`src/rtl/vga_sync_gen_pkg.sv`:
```
// 640x480@60 timing constants shared by the sync generator and the paint stage,
// plus the small helpers used to decode sync/visible windows.
package vga_sync_gen_pkg;

  localparam int CNT_W = 10;

  localparam int DEF_H_ACTIVE = 640;
  localparam int DEF_H_FP     = 16;
  localparam int DEF_H_SYNC   = 96;
  localparam int DEF_H_BP     = 48;
  localparam int DEF_V_ACTIVE = 480;
  localparam int DEF_V_FP     = 10;
  localparam int DEF_V_SYNC   = 2;
  localparam int DEF_V_BP     = 33;

  localparam int DEF_H_TOTAL  = DEF_H_ACTIVE + DEF_H_FP + DEF_H_SYNC + DEF_H_BP;
  localparam int DEF_V_TOTAL  = DEF_V_ACTIVE + DEF_V_FP + DEF_V_SYNC + DEF_V_BP;
  localparam int DEF_HS_START = DEF_H_ACTIVE + DEF_H_FP;
  localparam int DEF_HS_END   = DEF_HS_START + DEF_H_SYNC;
  localparam int DEF_VS_START = DEF_V_ACTIVE + DEF_V_FP;
  localparam int DEF_VS_END   = DEF_VS_START + DEF_V_SYNC;

  // Registered decode outputs; syncs are active low.
  typedef struct packed {
    logic hsync;
    logic vsync;
    logic video_on;
  } dec_t;

  // Half-open window test: lo <= v < hi.
  function automatic logic in_win(input logic [CNT_W-1:0] v, input int lo, input int hi);
    return (int'(v) >= lo) && (int'(v) < hi);
  endfunction

endpackage

```
`src/rtl/vga_sync_gen_mod_counter.sv`:
```
// Modulo-MOD enabled counter; also exposes its next-state value so the caller can
// register decodes that line up with the post-edge count.
module mod_counter #(
  parameter int MOD = 800,
  parameter int W   = 10
) (
  input  logic         clk,
  input  logic         rst,
  input  logic         en,
  output logic [W-1:0] count,
  output logic [W-1:0] count_nxt,
  output logic         wrap
);

  logic [W-1:0] count_q, count_d;
  logic         at_max;

  assign at_max = (count_q == W'(MOD - 1));

  always_comb begin
    count_d = count_q;
    if (en) count_d = at_max ? '0 : count_q + W'(1);
  end

  always_ff @(posedge clk) begin
    if (rst) count_q <= '0;
    else     count_q <= count_d;
  end

  assign count     = count_q;
  assign count_nxt = count_d;
  assign wrap      = en & at_max;

endmodule

```
`src/rtl/vga_sync_gen.sv`:
```
// VGA raster timing: 25 MHz pixel tick from the 50 MHz clock, x/y counters and
// registered sync/visible decode that is always coherent with cur_x/cur_y.
module vga_sync_gen
  import vga_sync_gen_pkg::*;
#(
  parameter int H_ACTIVE = DEF_H_ACTIVE,
  parameter int H_FP     = DEF_H_FP,
  parameter int H_SYNC   = DEF_H_SYNC,
  parameter int H_BP     = DEF_H_BP,
  parameter int V_ACTIVE = DEF_V_ACTIVE,
  parameter int V_FP     = DEF_V_FP,
  parameter int V_SYNC   = DEF_V_SYNC,
  parameter int V_BP     = DEF_V_BP
) (
  input  logic             clk,
  input  logic             rst,
  output logic [CNT_W-1:0] cur_x,
  output logic [CNT_W-1:0] cur_y,
  output logic             hsync,
  output logic             vsync,
  output logic             video_on,
  output logic             pix_tick,
  output logic             frame_end
);

  localparam int H_TOTAL  = H_ACTIVE + H_FP + H_SYNC + H_BP;
  localparam int V_TOTAL  = V_ACTIVE + V_FP + V_SYNC + V_BP;
  localparam int HS_START = H_ACTIVE + H_FP;
  localparam int HS_END   = HS_START + H_SYNC;
  localparam int VS_START = V_ACTIVE + V_FP;
  localparam int VS_END   = VS_START + V_SYNC;

  logic             pix_tick_q;
  logic [CNT_W-1:0] x_q, x_nxt, y_q, y_nxt;
  logic             h_wrap, v_wrap;
  dec_t             dec_q, dec_d;

  always_ff @(posedge clk) begin
    if (rst) pix_tick_q <= 1'b0;
    else     pix_tick_q <= ~pix_tick_q;
  end

  mod_counter #(.MOD(H_TOTAL), .W(CNT_W)) u_hcnt (
    .clk      (clk),
    .rst      (rst),
    .en       (pix_tick_q),
    .count    (x_q),
    .count_nxt(x_nxt),
    .wrap     (h_wrap)
  );

  mod_counter #(.MOD(V_TOTAL), .W(CNT_W)) u_vcnt (
    .clk      (clk),
    .rst      (rst),
    .en       (h_wrap),
    .count    (y_q),
    .count_nxt(y_nxt),
    .wrap     (v_wrap)
  );

  // Decode from the next-state counts so the registered flags match cur_x/cur_y.
  always_comb begin
    dec_d          = '0;
    dec_d.hsync    = ~in_win(x_nxt, HS_START, HS_END);
    dec_d.vsync    = ~in_win(y_nxt, VS_START, VS_END);
    dec_d.video_on = in_win(x_nxt, 0, H_ACTIVE) & in_win(y_nxt, 0, V_ACTIVE);
  end

  always_ff @(posedge clk) begin
    if (rst) dec_q <= '{hsync: 1'b1, vsync: 1'b1, video_on: 1'b0};
    else     dec_q <= dec_d;
  end

  assign cur_x     = x_q;
  assign cur_y     = y_q;
  assign hsync     = dec_q.hsync;
  assign vsync     = dec_q.vsync;
  assign video_on  = dec_q.video_on;
  assign pix_tick  = pix_tick_q;
  // v_wrap is pix_tick & last x & last y: the final pixel of the frame.
  assign frame_end = v_wrap;

endmodule

```
`config.mk`:
```
export PLATFORM = sky130hd
export DESIGN_NAME = vga_sync_gen
export DESIGN_NICKNAME = d
export VERILOG_FILES = /design/src/rtl/vga_sync_gen_pkg.sv /design/src/rtl/vga_sync_gen_mod_counter.sv /design/src/rtl/vga_sync_gen.sv
export SDC_FILE = /design/constraint.sdc
export NUM_CORES = 1
export LEC_CHECK = 0
export ABC_CLOCK_PERIOD_IN_PS = 4900
export CORE_UTILIZATION = 53
export DETAILED_ROUTE_END_ITERATION = 12
export MAX_ROUTING_LAYER = met4
export PLACE_DENSITY_LB_ADDON = 0.25
export SETUP_SLACK_MARGIN = 0.02
export SKIP_CTS_REPAIR_TIMING = 1
export SLEW_MARGIN = 15
export SYNTH_ARGS = -nofsm -noshare
export SYNTH_HDL_FRONTEND = slang
export SYNTH_SLANG_ARGS = --single-unit
```
`constraint.sdc`:
```
create_clock -name clk -period 4.9 [get_ports clk]
set_input_delay 0.98 -clock clk [delete_from_list [all_inputs] [get_ports clk]]
set_output_delay 0.98 -clock clk [all_outputs]
set_load 0.05 [all_outputs]
```
==> reports/metrics.csv, run 1 <==
metric,value,unit
grt_pass1_wl,4843,um
crit_end,frame_end,
die_area,0.002606,mm2
overflow,0,
firstDrtPassIters,4,
drt-initial-drc-count,27,
final_antenna_net_count,0,
wire_per_inst,14.64,um
placedCellCount,194,
final_nets,176,
cts.sinks,24,
r2r-start,u_hcnt.count[0],
synth-seq-cells,24,
drv_slew,0,
rsz0062_at_grt,no,
regArea,480.5,um2
cap_violations,0,
worst_path_max_delay_cell,clkdlybuf4s50_1,
syn_avg_cell_area,8.615,um2
antenna_cells,0,
crit_buf_inv,1,
clk_pin_slew,120,ps
leakagePower,0.4940,nW
drive_above_1_share,7.101,%
worstRegToRegCells,7,
hold_viol,0,
outcome,"complete, no violations",
startpoint,u_vcnt.count[3],
syn_inst,148,
cts_tree,done,
clock.fmax,256.4,MHz
io_buffers,26,
grt_util_all_layers,25.50,%
gp_congestion,0.8646,
num_rows,17,
grt_pass1_vias,1092,
max-slew-margin-rel,57.60,%
finalCritPeriodShare,79.60,%
synth_seq_area_share,37.68,%
cp-start-kind,flop,
mostFrequentLayoutCells,"clkdlybuf4s50_1 (26), dfxtp_1 (24), nor2_1 (21)",
antenna_found_initial,0,
vias,1173,
worstPathRequired,3920,ps
cts_buffers,3,
fin_crit,3900,ps
syn2layout_area_growth,21.98,%
io_pins,27,
slowest_delay,820,ps
clockBufferDepth,2,
synth_cell_types,39,
finalSetupViolCount,0,
cp-end-kind,primary output,
cp_num_cells,5,
cts_root_buffer,clkbuf_4,
grt_max_degree,17,
peakVddDrop,0.1748,mV
crit_path_max_fanout,9,
setup.worst_path.class,reg2out,
cp.arrival,2920,ps
multiInputGateArea,738.2,um2
routed_wl,2885,um
worstMarginPinSlew,634.0,ps
cp_cell_sequence,nand2_1 -> or4_1 -> nor4_2 -> and2_1 -> clkdlybuf4s50_1,
fin_setup_tns,0,ps
nFillCells,192,
insertion_delay,320,ps
viasPerCell,5.954,
initial_core_util,57.09,%
hp-class,reg2reg,
clock_skew,6.837,ps
drt_drc_violations_left,0,
yosys_warnings,0,
critical-path-top-delay-family,simple AND/OR/NAND/NOR gates,
post-place-ws,1376,ps
htreeDepth,1,
syn_area,0.001275,mm2
p_per_area,196.8,mW/mm2
final_cells,197,
rrSetupSlack,2330,ps
setup_slack,999.6,ps
die_h,51.05,um
core_area,0.002233,mm2
syn-num-nets,153,
dp_hpwl,2138,um
final_common_cell,clkdlybuf4s50_1,
r2r_end,vsync,
chipWidth,51.05,um
[worst min path at each step]
stage,start,to,cells past startpoint,slack [ps]
final,u_hcnt.count[1],u_hcnt.count[1],2,540
after global routing,u_hcnt.count[1],u_hcnt.count[1],2,580
after CTS,u_hcnt.count[1],u_hcnt.count[1],2,550
after detailed placement,u_hcnt.count[1],u_hcnt.count[1],2,530
after global placement,u_hcnt.count[1],u_hcnt.count[1],2,500
after floorplan,u_hcnt.count[1],u_hcnt.count[1],2,730
[tightest hold or removal path, delay by kind of cell (launching register included)]
family | cells | cell delay [ps]
AND/OR/NAND/NOR | 1 | 90
flip-flops | 1 | 370
AO/OA/AOI/OAI | 1 | 50
[Yosys cell counts, drive strengths merged]
cell type / n / area, um2
a211oi: 1 / 7.510
o31ai: 1 / 7.510
nand2b: 3 / 18.77
o211ai: 1 / 12.51
clkbuf: 2 / 7.510
and3: 1 / 6.260
nand4: 8 / 50.05
o2111ai: 2 / 17.52
or4: 2 / 18.77
nor4b: 1 / 15.01
and2b: 1 / 7.510
and2: 1 / 6.260
dfxtp: 24 / 480.5
nand3b: 2 / 15.01
or3: 1 / 6.260
nor3: 7 / 35.03
nand4b: 1 / 8.760
inv: 5 / 18.77
nor2: 21 / 78.83
o21a: 2 / 15.01
and4: 1 / 8.760
xor2: 8 / 70.07
or2: 3 / 18.77
ha: 3 / 37.54
a2bb2oi: 1 / 8.760
xnor2: 8 / 70.07
nand3: 11 / 60.06
buf: 6 / 30.03
a31oi: 1 / 6.260
nor4: 5 / 58.80
a21oi: 5 / 25.02
nand4bb: 1 / 11.26
nand2: 7 / 26.28
mux2i: 1 / 10.01
[layer usage]
metal / wire length (um) / vias up / track usage, %
met4: 72 / 0 / 12.50
met3: 149 / 9 / 2.976
met5: 0 / - / -
met1: 1245 / 555 / 29.54
met2: 1418 / 47 / 43.42
li1: - / 562 / -
[flip-flops by register name, summed over array words and instances (netlist names)]
name / flops
video_on: 1
u_hcnt.count: 10
pix_tick: 1
vsync: 1
hsync: 1
u_vcnt.count: 10
[power by group]
part / switching, W / total, W / internal [W]
Sequential: 0.00000370 / 0.000201 / 0.000197
Combinational: 0.0000130 / 0.0000196 / 0.00000661
Clock: 0.0000567 / 0.0000855 / 0.0000288
Total: 0.0000733 / 0.000306 / 0.000233
[area by class of cell]
type / instances / area share, %
repair buffers: 26 / 16.73
well taps: 28 / 2.253
flip-flops and latches: 24 / 30.89
inverters: 5 / 1.207
multi-input cells: 111 / 47.47
clock buffers: 3 / 1.448
[metrics by stage]
step / cell area, um2 / util (%) / total power (W) / hold slack [ps]
6_report: 1555 / 69.64 / 0.0003060 / 542.3
5_1_grt: 1555 / 69.64 / 0.0003151 / 576.3
4_1_cts: 1555 / 69.64 / 0.0003084 / 551.0
3_5_place_dp: 1533 / 68.63 / 0.0002249 / 529.0
3_3_place_gp: 1533 / 68.63 / 0.0002242 / 499.6
2_1_floorplan: 1275 / - / 0.0002182 / 726.1
[kinds of logic after synthesis]
kind of cell | synth area share, %
xor+xnor | 10.99
compound gates | 7.851
buf+inv | 4.417
mux | 0.7851
simple gates | 35.33
flops | 37.68
fa+ha+maj | 2.944
Note: power is estimated with default switching activity, not from simulation.
==> run 2, diff against run 1 <==
--- a/config.mk
+++ b/config.mk
@@ -5,8 +5,8 @@
 export SDC_FILE = /design/constraint.sdc
 export NUM_CORES = 1
 export LEC_CHECK = 0
-export ABC_CLOCK_PERIOD_IN_PS = 4900
-export CORE_UTILIZATION = 53
+export ABC_CLOCK_PERIOD_IN_PS = 3600
+export CORE_UTILIZATION = 50
 export DETAILED_ROUTE_END_ITERATION = 12
 export MAX_ROUTING_LAYER = met4
 export PLACE_DENSITY_LB_ADDON = 0.25
==> constraint.sdc (replaced) <==
create_clock -name clk -period 3.6 [get_ports clk]
set_input_delay 0.72 -clock clk [delete_from_list [all_inputs] [get_ports clk]]
set_output_delay 0.72 -clock clk [all_outputs]
set_load 0.05 [all_outputs]
==> run 2 against run 1 <==
Against the previous run: final cell count grew 1.5%; sequential power grew 35%; wire length shrank 0.24%; core utilization shrank 0.95 points; global-route usage shrank 0.98 points; sequential share of layout area shrank 0.44 points; clock power grew 36%; cell area grew 1.4%; sequential cell count is the same.
==> reports/metrics.csv, run 2 (synthesis gave the netlist of run 1 again) <==
metric,value,unit
worst_path_max_delay_cell,clkdlybuf4s50_1,
hp-class,reg2reg,
final_cells,200,
worstPathRequired,2880,ps
cts_buffers,3,
gp_congestion,0.9097,
outcome,"complete, no violations",
dp_hpwl,2193,um
peakVddDrop,0.2350,mV
fin_crit,3429,ps
worstMarginPinSlew,600.3,ps
holdPathStages,2,
wire_per_inst,14.39,um
final_antenna_net_count,0,
final_util,68.68,%
insertion_delay,310,ps
drt-initial-drc-count,32,
chipWidth,52.50,um
grt_util_all_layers,24.52,%
finalSetupViolCount,0,
slowest_delay,820,ps
p_per_area,264.3,mW/mm2
clock_skew,4.820,ps
drive_above_1_share,8.721,%
cts_tree,done,
grt_max_degree,17,
initial_core_util,55.50,%
leakagePower,0.5099,nW
cts_root_buffer,clkbuf_4,
die_area,0.002756,mm2
overflow,0,
final_nets,179,
rsz0062_at_grt,no,
routed_wl,2878,um
io_buffers,26,
clock.fmax,291.6,MHz
fin_setup_tns,0,ps
setup.worst_path.class,reg2out,
placedCellCount,197,
drv_slew,0,
clk_pin_slew,120,ps
drt_drc_violations_left,0,
antenna_cells,0,
cp_cell_sequence,nand2_1 -> or4_1 -> nor4_2 -> and2_1 -> clkdlybuf4s50_1,
place_area,0.001555,mm2
cp-start-kind,flop,
die_h,52.50,um
final_common_cell,clkdlybuf4s50_1,
cp.arrival,2710,ps
io_pins,27,
syn2layout_area_growth,23.75,%
finalCritPeriodShare,95.26,%
worstRegToRegCells,7,
mostFrequentLayoutCells,"clkdlybuf4s50_1 (26), dfxtp_1 (24), nor2_1 (21)",
max-slew-margin-rel,59.85,%
core_area,0.002297,mm2
cap_violations,0,
clockBufferDepth,2,
design_area,0.001578,mm2
grt_pass1_wl,4823,um
nFillCells,193,
num_rows,17,
crit_path_max_fanout,9,
cts.sinks,24,
firstDrtPassIters,4,
htreeDepth,1,
grt_pass1_vias,1079,
cp-end-kind,primary output,
hold_viol,0,
multiInputGateArea,738.2,um2
antenna_found_initial,0,
viasPerCell,5.755,
vias,1151,
regArea,480.5,um2
==> run 2: changes by cell type in the layout (fill, tap and decap cells not counted) <==
cell   previous run  this run
buf_4             0         3
==> run 2: routing by layer <==
layer,vias to the layer above,global-route usage (%),part of all wire (%)
li1,577,-,-
met2,40,38.19,47
met3,5,2.899,4.6
met4,0,10.96,1.4
met5,-,-,0
met1,529,31.74,47
==> run 2: power breakdown <==
group	switching [W]	internal (W)
combinational	0.0000194	0.0000101
clock	0.0000766	0.0000391
sequential	0.00000336	0.000268
total	0.0000993	0.000318
==> run 2: area by class of cell <==
| class | instances | area share, % |
|---|---|---|
| clock buffers | 3 | 1.427 |
| inverters | 5 | 1.190 |
| multi-input cells | 111 | 46.79 |
| flip-flops and latches | 24 | 30.45 |
| well taps | 28 | 2.220 |
| repair buffers | 29 | 17.92 |
==> run 2: per-stage QoR <==
stage               power (W)  setup slack [ps]  hold WS, ps
global route        0.0004338             55.74        584.5
global placement    0.0003069             627.6        508.3
finish              0.0004170             170.6        541.7
CTS                 0.0004200             183.0        541.6
detailed placement  0.0003071             559.0        520.2
floorplan           0.0002969             619.4        726.1
==> run 2: final timing paths <==
check	startpoint	end	slack (ps)
worst max register to register	u_hcnt.count[0]	vsync	1180
worst min-delay path	u_hcnt.count[1]	u_hcnt.count[1]	540
worst min register to register	u_hcnt.count[1]	u_hcnt.count[1]	540
worst max-delay path	u_vcnt.count[2]	frame_end	170
==> run 2: critical path: cells and delay by family (launching register included) <==
family / cells / cell delay [ps]
buffers and inverters: 1 / 820
AND/OR/NAND/NOR: 4 / 1050
flip-flops: 1 / 520
==> run 3, diff against run 2 <==
--- a/config.mk
+++ b/config.mk
@@ -7,8 +7,8 @@
 export LEC_CHECK = 0
 export ABC_CLOCK_PERIOD_IN_PS = 3600
 export CORE_UTILIZATION = 50
+export CTS_CLUSTER_DIAMETER = 200
 export DETAILED_ROUTE_END_ITERATION = 12
-export MAX_ROUTING_LAYER = met4
 export PLACE_DENSITY_LB_ADDON = 0.25
 export SETUP_SLACK_MARGIN = 0.02
 export SKIP_CTS_REPAIR_TIMING = 1
==> constraint.sdc (replaced) <==
create_clock -name clk -period 3.6 [get_ports clk]
set_input_delay 1.08 -clock clk [delete_from_list [all_inputs] [get_ports clk]]
set_output_delay 1.08 -clock clk [all_outputs]
set_load 0.05 [all_outputs]
==> run 3 against run 2 <==
Against the previous run: sequential cell count did not move; first-iteration DRC count rose by 3.1%; power rose by 7.3%; hold slack got worse by 1.5 ps; via count barely moved; combinational power rose by 2%; cell area rose by 1.6%; fmax rose by 3.2%; global-route usage fell by 0.61 points; non-clock buffer count fell by 1; clock power rose by 27%; critical path type unchanged; critical endpoint unchanged.
==> reports/metrics.csv, run 3 (synthesis gave the netlist of run 1 again) <==
metric,value,unit
outcome,"complete, no violations",
finalSetupViolCount,0,
hp-class,reg2reg,
peakVddDrop,0.2664,mV
cp-start-kind,flop,
antenna_found_initial,0,
die_area,0.002756,mm2
grt_pass1_vias,1083,
dp_hpwl,2054,um
initial_core_util,55.50,%
clock.fmax,300.8,MHz
cap_violations,0,
die_h,52.50,um
core_area,0.002297,mm2
drive_above_1_share,9.302,%
worstPathRequired,2520,ps
rsz0062_at_grt,no,
final_common_cell,clkdlybuf4s50_1,
fin_crit,3325,ps
wire_per_inst,14.36,um
routed_wl,2871,um
gp_congestion,0.8545,
htreeDepth,1,
cts.sinks,24,
final_antenna_net_count,0,
crit_path_max_fanout,9,
cp.arrival,2240,ps
io_pins,27,
max-slew-margin-rel,60.55,%
fin_setup_tns,0,ps
cts_root_buffer,clkbuf_4,
drt-initial-drc-count,33,
place_area,0.001558,mm2
cp-end-kind,primary output,
clock_skew,5.730,ps
design_area,0.001603,mm2
insertion_delay,320,ps
chipWidth,52.50,um
grt_max_degree,17,
cts_buffers,3,
hold_viol,0,
overflow,0,
viasPerCell,5.750,
leakagePower,0.5168,nW
finalCritPeriodShare,92.35,%
syn2layout_area_growth,25.71,%
grt_pass1_wl,4761,um
firstDrtPassIters,4,
num_rows,17,
vias,1150,
worstMarginPinSlew,589.9,ps
drt_drc_violations_left,0,
io_buffers,26,
cts_tree,done,
grt_util_all_layers,23.91,%
setup.worst_path.class,reg2out,
antenna_cells,0,
final_nets,178,
drv_slew,0,
mostFrequentLayoutCells,"clkdlybuf4s50_1 (25), dfxtp_1 (24), nor2_1 (21)",
clockBufferDepth,2,
p_per_area,279.3,mW/mm2
clk_pin_slew,130,ps
==> run 3: cell count changes in the layout (fill, tap and decap cells not counted) <==
| cell | change |
|---|---|
| clkdlybuf4s50_1 | -1 |
| clkbuf_8 | +1 |
| buf_12 | +1 |
| buf_4 | -1 |
| nor4_2 | -1 |
| nor4_4 | +1 |
==> run 3: metal layers <==
metal / GRT usage [%] / up-vias / wire length (um)
li1: - / 573 / -
met1: 30.69 / 535 / 1326
met2: 37.55 / 37 / 1331
met3: 4.638 / 5 / 170
met4: 12.28 / 0 / 43
met5: 0 / - / 0
==> run 3: path summary, 6_finish.rpt <==
path	from	end	slack, ps	depth (start not counted)
min reg2reg	u_hcnt.count[1]	u_hcnt.count[1]	540	2
min	u_hcnt.count[1]	u_hcnt.count[1]	540	2
max reg2reg	u_hcnt.count[0]	vsync	1030	7
max	u_vcnt.count[2]	frame_end	280	5
==> run 3: layout make-up <==
cell class,count,area [um2]
repair buffers,28,285.3
fillers,189,694.4
clock buffers,4,36.28
flip-flops and latches,24,480.5
multi-input cells,111,747.0
inverters,5,18.77
well taps,28,35.03
==> run 3: report_power, final <==
group	switching [W]	internal [W]
Combinational	0.0000200	0.0000100
Sequential	0.00000252	0.000269
Clock	0.0000846	0.0000619
==> run 3: worst max-delay path, cell delays in order, from the launching register on <==
cell and delay (ps):
dfxtp_1 520, nand2_1 120, or4_1 540, nor4_4 290, and2_1 290, buf_12 160
==> run 3: per-stage QoR <==
step           setup WS, ps  hold WS (ps)  total power, W  cells  util [%]
6_report              275.3         540.2       0.0004476    200     69.77
2_1_floorplan         259.4         726.1       0.0002969    148         -
3_3_place_gp          650.9         505.7       0.0003067    196     67.81
5_1_grt               120.4         593.8       0.0004648    200     69.77
3_5_place_dp          593.8         526.0       0.0003070    196     67.81
4_1_cts               204.5         549.2       0.0004496    200     69.39
